<file path="src/rtl/multi_dataflow_engine_fsm.sv">
// Job sequencer for the multi_dataflow kernel adapter. It issues load/store
// streamer requests, starts the kernel, and counts per-output done pulses
// against the programmed length. It closes the job with a done/event pulse
// once the kernel reports idle.
module multi_dataflow_engine_fsm #(
  parameter int unsigned CNT_W = 32
) (
  input  logic             clk_i,
  input  logic             rst_ni,
  input  logic             test_mode_i,
  input  logic             clear_i,
  input  logic             job_start_i,
  input  logic [CNT_W-1:0] reg_len_i,
  output logic             in_req_valid_o,
  input  logic             in_req_ready_i,
  output logic             out_req_valid_o,
  input  logic             out_req_ready_i,
  output logic             kernel_start_o,
  input  logic             kernel_done_i,
  input  logic             kernel_idle_i,
  output logic             busy_o,
  output logic             done_o,
  output logic             evt_o,
  output logic [CNT_W-1:0] out_cnt_o
);

  typedef enum logic [2:0] {
    IDLE,
    REQ,
    START,
    COMPUTE,
    DRAIN,
    DONE
  } state_e;

  state_e           state_q;
  logic [CNT_W-1:0] len_q;
  logic [CNT_W-1:0] out_cnt_q;
  logic [CNT_W-1:0] cnt_inc;
  logic             in_valid_q;
  logic             out_valid_q;
  logic             start_q;
  logic             done_q;
  logic             in_ok;
  logic             out_ok;
  logic             unused_test_mode;

  // Test mode has no functional effect on the sequencer.
  assign unused_test_mode = test_mode_i;

  // A request side is finished once its valid has dropped or is being accepted now.
  assign in_ok   = ~in_valid_q  | in_req_ready_i;
  assign out_ok  = ~out_valid_q | out_req_ready_i;
  assign cnt_inc = out_cnt_q + CNT_W'(1);

  // Job sequencing FSM with registered request, start and done outputs.
  always_ff @(posedge clk_i or negedge rst_ni) begin
    if (!rst_ni) begin
      state_q     <= IDLE;
      len_q       <= '0;
      out_cnt_q   <= '0;
      in_valid_q  <= 1'b0;
      out_valid_q <= 1'b0;
      start_q     <= 1'b0;
      done_q      <= 1'b0;
    end else if (clear_i) begin
      state_q     <= IDLE;
      len_q       <= '0;
      out_cnt_q   <= '0;
      in_valid_q  <= 1'b0;
      out_valid_q <= 1'b0;
      start_q     <= 1'b0;
      done_q      <= 1'b0;
    end else begin
      case (state_q)
        IDLE: begin
          if (job_start_i) begin
            len_q     <= reg_len_i;
            out_cnt_q <= '0;
            state_q   <= REQ;
            // A zero-length job passes through REQ without raising requests.
            in_valid_q  <= (reg_len_i != '0);
            out_valid_q <= (reg_len_i != '0);
          end
        end
        REQ: begin
          if (len_q == '0) begin
            state_q <= DONE;
            done_q  <= 1'b1;
          end else if (in_ok && out_ok) begin
            in_valid_q  <= 1'b0;
            out_valid_q <= 1'b0;
            start_q     <= 1'b1;
            state_q     <= START;
          end else begin
            in_valid_q  <= in_valid_q  & ~in_req_ready_i;
            out_valid_q <= out_valid_q & ~out_req_ready_i;
          end
        end
        START: begin
          start_q <= 1'b0;
          state_q <= COMPUTE;
        end
        COMPUTE: begin
          // Length is non-zero here, so the counter stops exactly at len_q.
          if (kernel_done_i) begin
            out_cnt_q <= cnt_inc;
            if (cnt_inc == len_q) begin
              state_q <= DRAIN;
            end
          end
        end
        DRAIN: begin
          if (kernel_idle_i) begin
            state_q <= DONE;
            done_q  <= 1'b1;
          end
        end
        DONE: begin
          done_q  <= 1'b0;
          state_q <= IDLE;
        end
        default: begin
          state_q <= IDLE;
        end
      endcase
    end
  end

  assign in_req_valid_o  = in_valid_q;
  assign out_req_valid_o = out_valid_q;
  assign kernel_start_o  = start_q;
  assign done_o          = done_q;
  assign evt_o           = done_q;
  assign out_cnt_o       = out_cnt_q;
  assign busy_o          = (state_q != IDLE);

endmodule
</file>
<file path="config.mk">
export PLATFORM = sky130hd
export DESIGN_NAME = multi_dataflow_engine_fsm
export DESIGN_NICKNAME = d
export VERILOG_FILES = /design/src/rtl/multi_dataflow_engine_fsm.sv
export SDC_FILE = /design/constraint.sdc
export NUM_CORES = 1
export LEC_CHECK = 0
export CORE_MARGIN = 5
export CORE_UTILIZATION = 45
export DETAILED_ROUTE_END_ITERATION = 7
export PLACE_DENSITY = 0.77
export SLEW_MARGIN = 40
export SYNTH_ARGS = -nofsm -noshare
export SYNTH_HDL_FRONTEND = slang
export SYNTH_SLANG_ARGS = --single-unit
</file>
<file path="constraint.sdc">
create_clock -name clk_i -period 3.2 [get_ports clk_i]
set_input_delay 0.32 -clock clk_i [delete_from_list [all_inputs] [get_ports clk_i]]
set_output_delay 0.32 -clock clk_i [all_outputs]
set_load 0.03 [all_outputs]
</file>
==> results.md, run 1 <==
- Status: finished, final reports clean
- Vias in the first global route: 4544
- Clock tree from TritonCTS: yes
- Starting density of the core: 0.455
- Violation count after the first detailed-route iteration: between 400 and 500
- Register clock-pin slew on the reported worst setup and hold paths: 80 ps
- Die Wd: 114 microns
- Crit path kind: register to register
- Die Height: between 100 and 150 microns
- Total Nets Final: slightly above 700
- Clock network power share: 0.323
- Detail-routed via count per cell: a little under 6
- Met3 wire len: between 900 and 1000 microns
- Number of enable flip-flop cells after synthesis: 0
- Slew of the pin with the lowest slew margin: about 640 ps
- N_diodes: 0
- Maximum number of pins on one net before global-route repair: roughly 70
- CTS Buf Count: 9
- Half-perimeter wire length of the detailed placement result: between 10000 and 15000 microns
- Sw power: 764 uW
- Largest delay contributor family on the critical path: simple AND/OR/NAND/NOR gates
- Flip-flop cell with the highest count after synthesis: sky130_fd_sc_hd__dfrtp_1
- Overall global routing resource usage: 0.218
- Area post-placement: between 5000 and 6000 sq um
- IR Drop Worst-Case VDD: approximately 0.27 mV
- Routed length on met1: 6190 microns
- Crit path cell chain: ha_1, nand3_1, or4_4, or3_2, xnor2_1, nor3_1, nand4_1, o31ai_2, a221oi_1
- Met2 Wirelength: 6200 microns
- Total core area: around 11000 sq um
- P&R area growth vs syn: 23.0%
- Sum of internal, switching and leakage power: around 2.4 mW
- Insertion delay to the later sink of the worst-skew pair: 370 ps
- Synth area leaders: sky130_fd_sc_hd__dfrtp_1 37%, sky130_fd_sc_hd__o21ai_0 8.7%, sky130_fd_sc_hd__xnor2_1 5.4%, sky130_fd_sc_hd__nand2_1 5.2%, sky130_fd_sc_hd__nand2b_1 4.1%
- Inst Count DP: approximately 800
- Comb pwr share: 0.227
- Quantity of I/O buffers inserted on ports: 77
- Top-level I/O count: 79
- Critical Path AT: around 3300 ps
- Number of sinks on the clock net: 71
- Accumulated negative setup slack: 0 ps
- Sequential cell fraction of total power: 0.450
- Most area-hungry cell type in the Yosys netlist: sky130_fd_sc_hd__dfrtp_1
- Multi-input gate area in the final layout: about 2800 sq um
- Period Utilization, post-route: 0.961
- Number of storage elements in the synthesis netlist: 71
- Max-slew violation total from the final report: 0
- Internal cell power: around 1.6 mW
- Average wire per cell in the routed design: 16.9 microns
- Final setup violation count: 0
- Share of cells above drive strength 1: 0.0897
- Switching part of the total: 0.323
- Final weighted congestion in routability-driven placement: 0.874
- Number of rows in the core area: 38
- Antenna violations before repair: 0
- Peak fanout along the critical path: 8
- Post-Route Skew: 12.4 ps
- Fraction of post-synthesis cell area in the top cell type by area: 0.365
- Peak Freq: 325 MHz
- Type of the most critical hold path: input port to asynchronous set/reset pin
- Biggest cell delay along the critical path: approximately 550 ps
- Final-report hold violation count: 0
- Asr flop ratio synth: 1.00
- Synth Net Count: about 640
- Sequential cell area in the final layout: between 1500 and 2000 sq um
- Count of warnings emitted by yosys: 0
- Filler-free cell count of the finished design: about 810
- Type of element capturing the critical path: register
- Critical path launch point type: register
- Dominant cell by count in the synthesized netlist: sky130_fd_sc_hd__o21ai_0
- Post-CTS Hold Fix Bufs: 0
- Via count of the routed design: 4753
- First-pass iteration count of the detailed router: 5
- Non-Filler Cell Area, Final: 5980 sq um
- Leakage dissipation: around 2.3 nW
- Detail Route Antenna Nets: 0
- Post-synthesis area per instance: between 8 and 9 sq um
- Slowest CP cell: sky130_fd_sc_hd__or4_4
- Cell Area, Synth: between 4000 and 5000 sq um
- First-pass GRT wire length: between 20000 and 25000 microns
- Leading post-synthesis cells by instance count: 85 x sky130_fd_sc_hd__o21ai_0, 71 x sky130_fd_sc_hd__dfrtp_1, 68 x sky130_fd_sc_hd__nand2_1
- Worst path buffer plus inverter count: 0
- DIE AREA: 13000 sq um
- Total detailed-routing wirelength: 13700 microns
- Highest metal layer with signal wires: met4
- Ratio of total power to cell area: ~400 nW/um^2
- Share of the yosys chip area belonging to registers: 0.365
- Number of max-capacitance violations reported: 0
- CTS HTree Levels: 3
- Master cell of the clock root buffer: sky130_fd_sc_hd__clkbuf_8
- Overflow left after global routing: 0
- Post-Synthesis Cells: approximately 600
- Data required, critical path: approximately 3400 ps
- Number of fillers in the final layout: 990
- Worst hold slack: around 55 ps
- Unrepaired setup endpoints after global routing: false
- Min Tclk post-route: approximately 3100 ps
- Max clock buf depth: 2
- Post-route DRC: 0
- Slew headroom: 0.573
- Count of different cell masters after synthesis: 66
-- metal layers --
layer,GRT usage,vias to the layer above
li1,-,2305
met1,0.307,2232
met2,0.332,189
met3,0.0387,27
met4,0.0887,0
met5,0,-
-- power by group through the flow --
stage,clock [mW],combinational (mW),sequential (mW)
after floorplan,0,0.344,1.06
after CTS,0.768,0.541,1.06
after global placement,0,0.523,1.08
after detailed placement,0,0.537,1.08
final,0.763,0.538,1.07
after global routing,0.817,0.598,1.08
-- through the flow --
stage / worst slack [ps] / util
after global placement: 225 / 0.539
final: 126 / 0.559
after detailed placement: 176 / 0.539
after floorplan: 108 / -
after CTS: 143 / 0.558
after global routing: 2.00 / 0.559
-- cell type report --
type	instances	share of cell area
multi-input combinational	468	0.471
timing repair buffer	102	0.160
clock inverter	4	0.00900
tap	140	0.0293
sequential	71	0.297
inverter	13	0.00816
clock buffer	11	0.0253
-- cells by family after synthesis --
group                      after synthesis  share of synthesized area
muxes                                    4                    0.00849
buffers and inverters                   57                     0.0612
xor gates and xnor gates                43                     0.0775
adders and majority gates                2                    0.00463
AOI/OAI and AO/OA                      161                      0.200
and+or+nand+nor                        258                      0.283
DFF                                     71                      0.365
-- what timing repair did --
action,in CTS,in global routing
setup buffers,0,0
resized for setup,0,2
endpoints found under the setup margin,0,2
-- final timing paths --
check,slack [ps],startpoint,endpoint,cells past startpoint
max,130,out_cnt_o[1],state_q[0],9
min,50,rst_ni,len_q[29],2
max reg2reg,130,out_cnt_o[1],state_q[0],9
min reg2reg,510,in_req_valid_o,in_req_valid_o,2
max in group asynchronous,2710,rst_ni,len_q[10],2
min in group clk_i,510,in_req_valid_o,in_req_valid_o,2
-- placed cells by master, fill, tap and decap left out, types with 11 or more instances in the layout --
master                            Yosys  routed
sky130_fd_sc_hd__o21ai_0             85      85
sky130_fd_sc_hd__clkdlybuf4s50_1      0      76
sky130_fd_sc_hd__dfrtp_1             71      71
sky130_fd_sc_hd__nand2_1             68      68
sky130_fd_sc_hd__nor2_1              46      45
sky130_fd_sc_hd__nand2b_1            32      32
sky130_fd_sc_hd__xnor2_1             30      30
sky130_fd_sc_hd__nor4_1              26      26
sky130_fd_sc_hd__buf_4                7      24
sky130_fd_sc_hd__a21oi_1             20      20
sky130_fd_sc_hd__nand3_1             19      19
sky130_fd_sc_hd__nand4_1             16      16
sky130_fd_sc_hd__inv_1               13      13
sky130_fd_sc_hd__o31ai_1             13      13
sky130_fd_sc_hd__xor2_1              13      13
sky130_fd_sc_hd__clkbuf_8             0      11
-- worst register-to-register path: cells and delay by family (launching register included) --
family / cells / cell delay, ps
AO/OA/AOI/OAI: 2 / 540
flip-flops: 1 / 420
AND/OR/NAND/NOR: 5 / 1640
adder cells (fa/ha/maj): 1 / 190
XOR/XNOR: 1 / 150
-- sequential cells by signal, indices dropped and copies added, names as in the netlist --
| name | cells |
|---|---|
| len_q | 32 |
| out_cnt_o | 32 |
| state_q | 3 |
| done_o | 1 |
| out_req_valid_o | 1 |
| kernel_start_o | 1 |
| in_req_valid_o | 1 |
Note: power is estimated with default switching activity, not from simulation.
==> inputs of run 2 (changes only) <==
Settings changed: GPL_TIMING_DRIVEN set to 0.
==> run 2 against run 1 <==
Flip-flop and latch count is the same. Register-to-register slack lost 40 ps. Total power shrank 2.1%. Cell area grew 2.9%. Largest cell class unchanged. Clock skew shrank 6.9 ps. Highest routed layer unchanged. Global-route usage grew 2.4 points. Utilization grew 1.6 points. Die area is the same. Combinational power grew 11%. Sequential power is essentially flat. Wire length grew 12%. Maximum frequency shrank 1.4%.
==> results.md, run 2 (synthesized netlist as in run 1, its figures left out) <==
- Largest delay contributor family on the critical path: simple AND/OR/NAND/NOR gates (unchanged)
- Leading cell types in the layout, fill and taps excluded: 85 x sky130_fd_sc_hd__o21ai_0, 75 x sky130_fd_sc_hd__clkdlybuf4s50_1, 67 x sky130_fd_sc_hd__nand2_1, 67 x sky130_fd_sc_hd__dfrtp_1, 45 x sky130_fd_sc_hd__nor2_1 (was 85 x sky130_fd_sc_hd__o21ai_0, 76 x sky130_fd_sc_hd__clkdlybuf4s50_1, 71 x sky130_fd_sc_hd__dfrtp_1)
- Final worst setup slack: 83.4 ps (was 126 ps)
- CTS Buf Count: 9 (unchanged)
- Routed length on met1: 6550 microns (was 6190 microns)
- Worst path depth: 10 (was 9)
- Maximum number of pins on one net before global-route repair: 56 (was 72)
- P&R area growth vs syn: 26.5% (was 23.0%)
- Critical path launch point type: register (unchanged)
- Number of sinks on the clock net: 71 (unchanged)
- Via count of the routed design: 5042 (was 4753)
- Worst setup timing slack at the placement stage: -236 ps (was 176 ps)
- Antenna violations before repair: 0 (unchanged)
- Die Wd: 114 microns (unchanged)
- Type of the most critical hold path: input port to asynchronous set/reset pin (unchanged)
- Non-Filler Cell Area, Final: 6150 sq um (was 5980 sq um)
- Master cell of the clock root buffer: sky130_fd_sc_hd__clkbuf_8 (unchanged)
- Crit path kind: register to register (unchanged)
- Vias in the first global route: 4908 (was 4544)
- Peak Freq: 321 MHz (was 325 MHz)
- Overflow left after global routing: 0 (unchanged)
- IR Drop Worst-Case VDD: 0.225 mV (was 0.267 mV)
- Final-report hold violation count: 0 (unchanged)
- Die Height: 114 microns (unchanged)
- Crit path cell chain: buf_4, nand4_1, clkbuf_2, or4_1, nor2_4, nand2_1, nor4_1, o211ai_1, o31ai_2, a221oi_1 (was ha_1, nand3_1, or4_4, or3_2, xnor2_1, nor3_1, nand4_1, o31ai_2, a221oi_1)
- Total Nets Final: 730 (was 707)
- Clock tree from TritonCTS: yes (unchanged)
- Starting density of the core: 0.455 (unchanged)
- CTS HTree Levels: 3 (unchanged)
- DIE AREA: 13000 sq um (unchanged)
- First-pass GRT wire length: 25200 microns (was 22800 microns)
- Quantity of I/O buffers inserted on ports: 76 (was 77)
- Critical Path AT: 3350 ps (was 3300 ps)
- Number of rows in the core area: 38 (unchanged)
- Violation count after the first detailed-route iteration: 468 (was 412)
- Total core area: 10700 sq um (unchanged)
- Commonest non-fill, non-tap cell in the layout: sky130_fd_sc_hd__o21ai_0 (unchanged)
- Total detailed-routing wirelength: 15400 microns (was 13700 microns)
- Data required, critical path: 3430 ps (was 3420 ps)
- N_diodes: 0 (unchanged)
- Post-Route Skew: 5.57 ps (was 12.4 ps)
- Filler-free cell count of the finished design: 833 (was 809)
- Depth of the worst register-to-register path: 10 (was 9)
- Inst Count DP: 814 (was 794)
- Leakage dissipation: 2.40 nW (was 2.32 nW)
- Post-route DRC: 0 (unchanged)
- Min Tclk post-route: 3120 ps (was 3070 ps)
- Detail-routed via count per cell: 6.05 (was 5.88)
- Highest metal layer with signal wires: met4 (unchanged)
- Status: finished, final reports clean (unchanged)
- Average wire per cell in the routed design: 18.5 microns (was 16.9 microns)
- Register clock-pin slew on the reported worst setup and hold paths: 80 ps (about the same)
- Slew of the pin with the lowest slew margin: 681 ps (was 640 ps)
- Biggest cell delay along the critical path: 680 ps (was 550 ps)
- Half-perimeter wire length of the detailed placement result: 11600 microns (was 10300 microns)
- Area post-placement: 5840 sq um (was 5770 sq um)
- Met3 wire len: 1240 microns (was 974 microns)
- Max clock buf depth: 2 (unchanged)
- Max-slew violation total from the final report: 0 (unchanged)
- Met2 Wirelength: 7070 microns (was 6200 microns)
- Slew headroom: 0.544 (was 0.573)
- Final setup violation count: 0 (unchanged)
- Type of element capturing the critical path: register (unchanged)
- Worst path buffer plus inverter count: 2 (was 0)
- Detail Route Antenna Nets: 0 (unchanged)
- Peak fanout along the critical path: 10 (was 8)
- First-pass iteration count of the detailed router: 6 (was 5)
- Top-level I/O count: 79 (unchanged)
- Overall global routing resource usage: 0.242 (was 0.218)
- Final weighted congestion in routability-driven placement: 0.922 (was 0.874)
- Slowest CP cell: sky130_fd_sc_hd__or4_1 (was sky130_fd_sc_hd__or4_4)
- Period Utilization, post-route: 0.974 (was 0.961)
- Insertion delay to the later sink of the worst-skew pair: 360 ps (was 370 ps)
- Ratio of total power to cell area: 377 nW/um^2 (was 396 nW/um^2)
- Number of max-capacitance violations reported: 0 (unchanged)
- Share of cells above drive strength 1: 0.0996 (was 0.0897)
-- run 2: layer usage --
metal,track usage,vias up
met5,0,-
li1,-,2364
met4,0.0990,0
met3,0.0408,46
met2,0.380,264
met1,0.333,2368
-- run 2: path summary, 6_finish.rpt --
path,startpoint,to,slack [ps]
max in group asynchronous,rst_ni,out_cnt_o[6],2320
min,rst_ni,len_q[28],350
max reg2reg,out_cnt_o[5],state_q[0],80
min in group clk_i,out_req_valid_o,out_req_valid_o,520
max,out_cnt_o[5],state_q[0],80
min reg2reg,out_req_valid_o,out_req_valid_o,520
-- run 2: layout make-up --
type	count	area, sq um
plain buffers	41	256
clock buffers	11	141
clock inverters	5	33.8
fillers	998	4550
inverters	13	48.8
multi-input cells	468	2870
flip-flops and latches	71	1780
well taps	140	175
repair buffers	84	842
-- run 2: through the flow --
| step | hold slack, ps | total power [mW] | utilization | TNS [ps] |
|---|---|---|---|---|
| finish | 350 | 2.32 | 0.575 | 0 |
| global route | 355 | 2.44 | 0.575 | -32.7 |
| CTS | 341 | 2.32 | 0.568 | 0 |
| detailed placement | 168 | 1.65 | 0.546 | -609 |
| global placement | 487 | 1.63 | 0.542 | -48380 |
| floorplan | 24.4 | 1.41 | - | 0 |
-- run 2: power by group --
| group | switching (mW) | internal (mW) | leakage [nW] |
|---|---|---|---|
| Sequential | 0.0898 | 0.964 | 0.947 |
| Combinational | 0.340 | 0.255 | 1.36 |
| Clock | 0.368 | 0.301 | 0.0853 |
| Total | 0.797 | 1.52 | 2.40 |
-- run 2: timing repair --
item,CTS,global route
hold buffers,1,0
pin swaps,2,6
resized for setup,6,23
gates cloned,0,0
setup endpoints to repair,3,3
setup buffers,3,2
endpoints found under the hold margin,16,0
==> RTL change (flow settings as in run 1) <==
Encoding of `state_e`: now Gray code (3 bits for 6 states).
--- a/src/rtl/multi_dataflow_engine_fsm.sv
+++ b/src/rtl/multi_dataflow_engine_fsm.sv
@@ -26,10 +26,10 @@
 
   typedef enum logic [2:0] {
-    IDLE,
-    REQ,
-    START,
-    COMPUTE,
-    DRAIN,
-    DONE
+    IDLE    = 3'b000,
+    REQ     = 3'b001,
+    START   = 3'b011,
+    COMPUTE = 3'b010,
+    DRAIN   = 3'b110,
+    DONE    = 3'b111
   } state_e;
 
Function: same outputs for any inputs over 10 cycles, from zero or initial values and one cycle with rst_ni low; not proved beyond that.
==> RTL change against run 1 <==
Die area fell by 3.5%; worst setup slack improved by 0.39 ns; routed wire length fell by 7.2%; synthesized area fell by 3.8%; largest power group unchanged; maximum frequency rose by 15%; sequential cell count did not move; clock power fell by 7.9%; final cell count fell by 6.3%; power fell by 9.7%; global-route usage fell by 0.95 points; sequential power fell by 4%; design area fell by 4.5%.
==> RTL change: results (changes against run 1) <==
Crit path max fanout = 10 (+2)
Share of layout cells above drive strength 1 = 6.75% (-2.2 points)
Slowest stage cell on the critical path = dfrtp_1
Most frequent cells after synthesis = o21ai_0, dfrtp_1, nand2_1
FILL cells = 922 (-6.9%)
WHS = 0.479 ns (+0.424 ns)
Nets = 659 (-6.8%)
Flop-to-flop setup slack = 0.52 ns (+0.39 ns)
DPL Wire Length = 9360 um (-9.1%)
Status = completed
Pint = 1.45 mW (-9.4%)
Total global-route track usage = 20.8% (-0.95 points)
Clock Skews = 0.0106 ns (-0.00187 ns)
CP max stage delay = 0.51 ns (-0.04 ns)
Vias in the first global route = 4228 (-7.0%)
Routed len/inst = 16.8 um (-1.0%)
Distinct cells, synth = 60 (-9.1%)
Worst slew margin = 58.2% (+0.90 points)
Mapped Avg Cell Area = 8.35 sq um (+2.4%)
Worst setup startpoint = out_cnt_o[0]$_DFFE_PN0P_
Net Count, Synth = 602 (-5.6%)
Sequential element share of the synthesized area = 38.0% (+1.4 points)
DP Worst Slack = 0.558 ns (+0.382 ns)
Area contributors post-synth = dfrtp_1, o21ai_0, nand2_1, nand2b_1, xnor2_1
First-pass GRT wire length = 21500 um (-5.5%)
## RTL change: layer usage
metal  track usage, %  vias to the layer above  wire [um]
met5                0                        -          0
met4             5.45                        0        190
met3             4.13                       18        824
met2             32.1                      145       5770
met1             30.1                     2118       5920
li1                 -                     2143          -
## RTL change: metrics by stage
stage | cells | area [sq um] | utilization, %
finish | 758 | 5710 | 55.8
global route | 758 | 5710 | 55.8
CTS | 758 | 5710 | 55.8
detailed placement | 741 | 5510 | 53.9
global placement | 741 | 5510 | 53.9
floorplan | 560 | 4680 | -
## RTL change: final cells by class
| class | instances | area share (%) |
|---|---|---|
| clock buffer | 10 | 2.41 |
| clock inverter | 6 | 0.898 |
| inverter | 5 | 0.329 |
| multi-input combinational | 444 | 47.4 |
| sequential | 71 | 31.1 |
| tap | 136 | 2.98 |
| timing repair buffer | 86 | 14.9 |
## RTL change: power groups by stage
stage / Clock, mW / Combinational (mW) / Sequential (mW)
3_5_place_dp: 0 / 0.406 / 1.04
6_report: 0.703 / 0.407 / 1.03
2_1_floorplan: 0 / 0.247 / 1.03
5_1_grt: 0.756 / 0.454 / 1.04
4_1_cts: 0.711 / 0.410 / 1.03
3_3_place_gp: 0 / 0.399 / 1.04
## RTL change: logic make-up (layout without fill, tap and decap cells)
logic type | after synthesis | in the layout | share of synthesized area (%)
buf+inv | 45 | 107 | 4.33
mux | 1 | 1 | 0.214
fa+ha+maj | 1 | 1 | 0.267
simple gates | 248 | 248 | 29.8
compound gates | 151 | 151 | 19.3
xor+xnor | 43 | 43 | 8.05
flops | 71 | 71 | 38.0
## RTL change: repair_timing
| item | 4_1_cts | 5_1_grt |
|---|---|---|
| setup buffers | 0 | 0 |
| endpoints found under the hold margin | 21 | 0 |
| hold buffers | 1 | 0 |
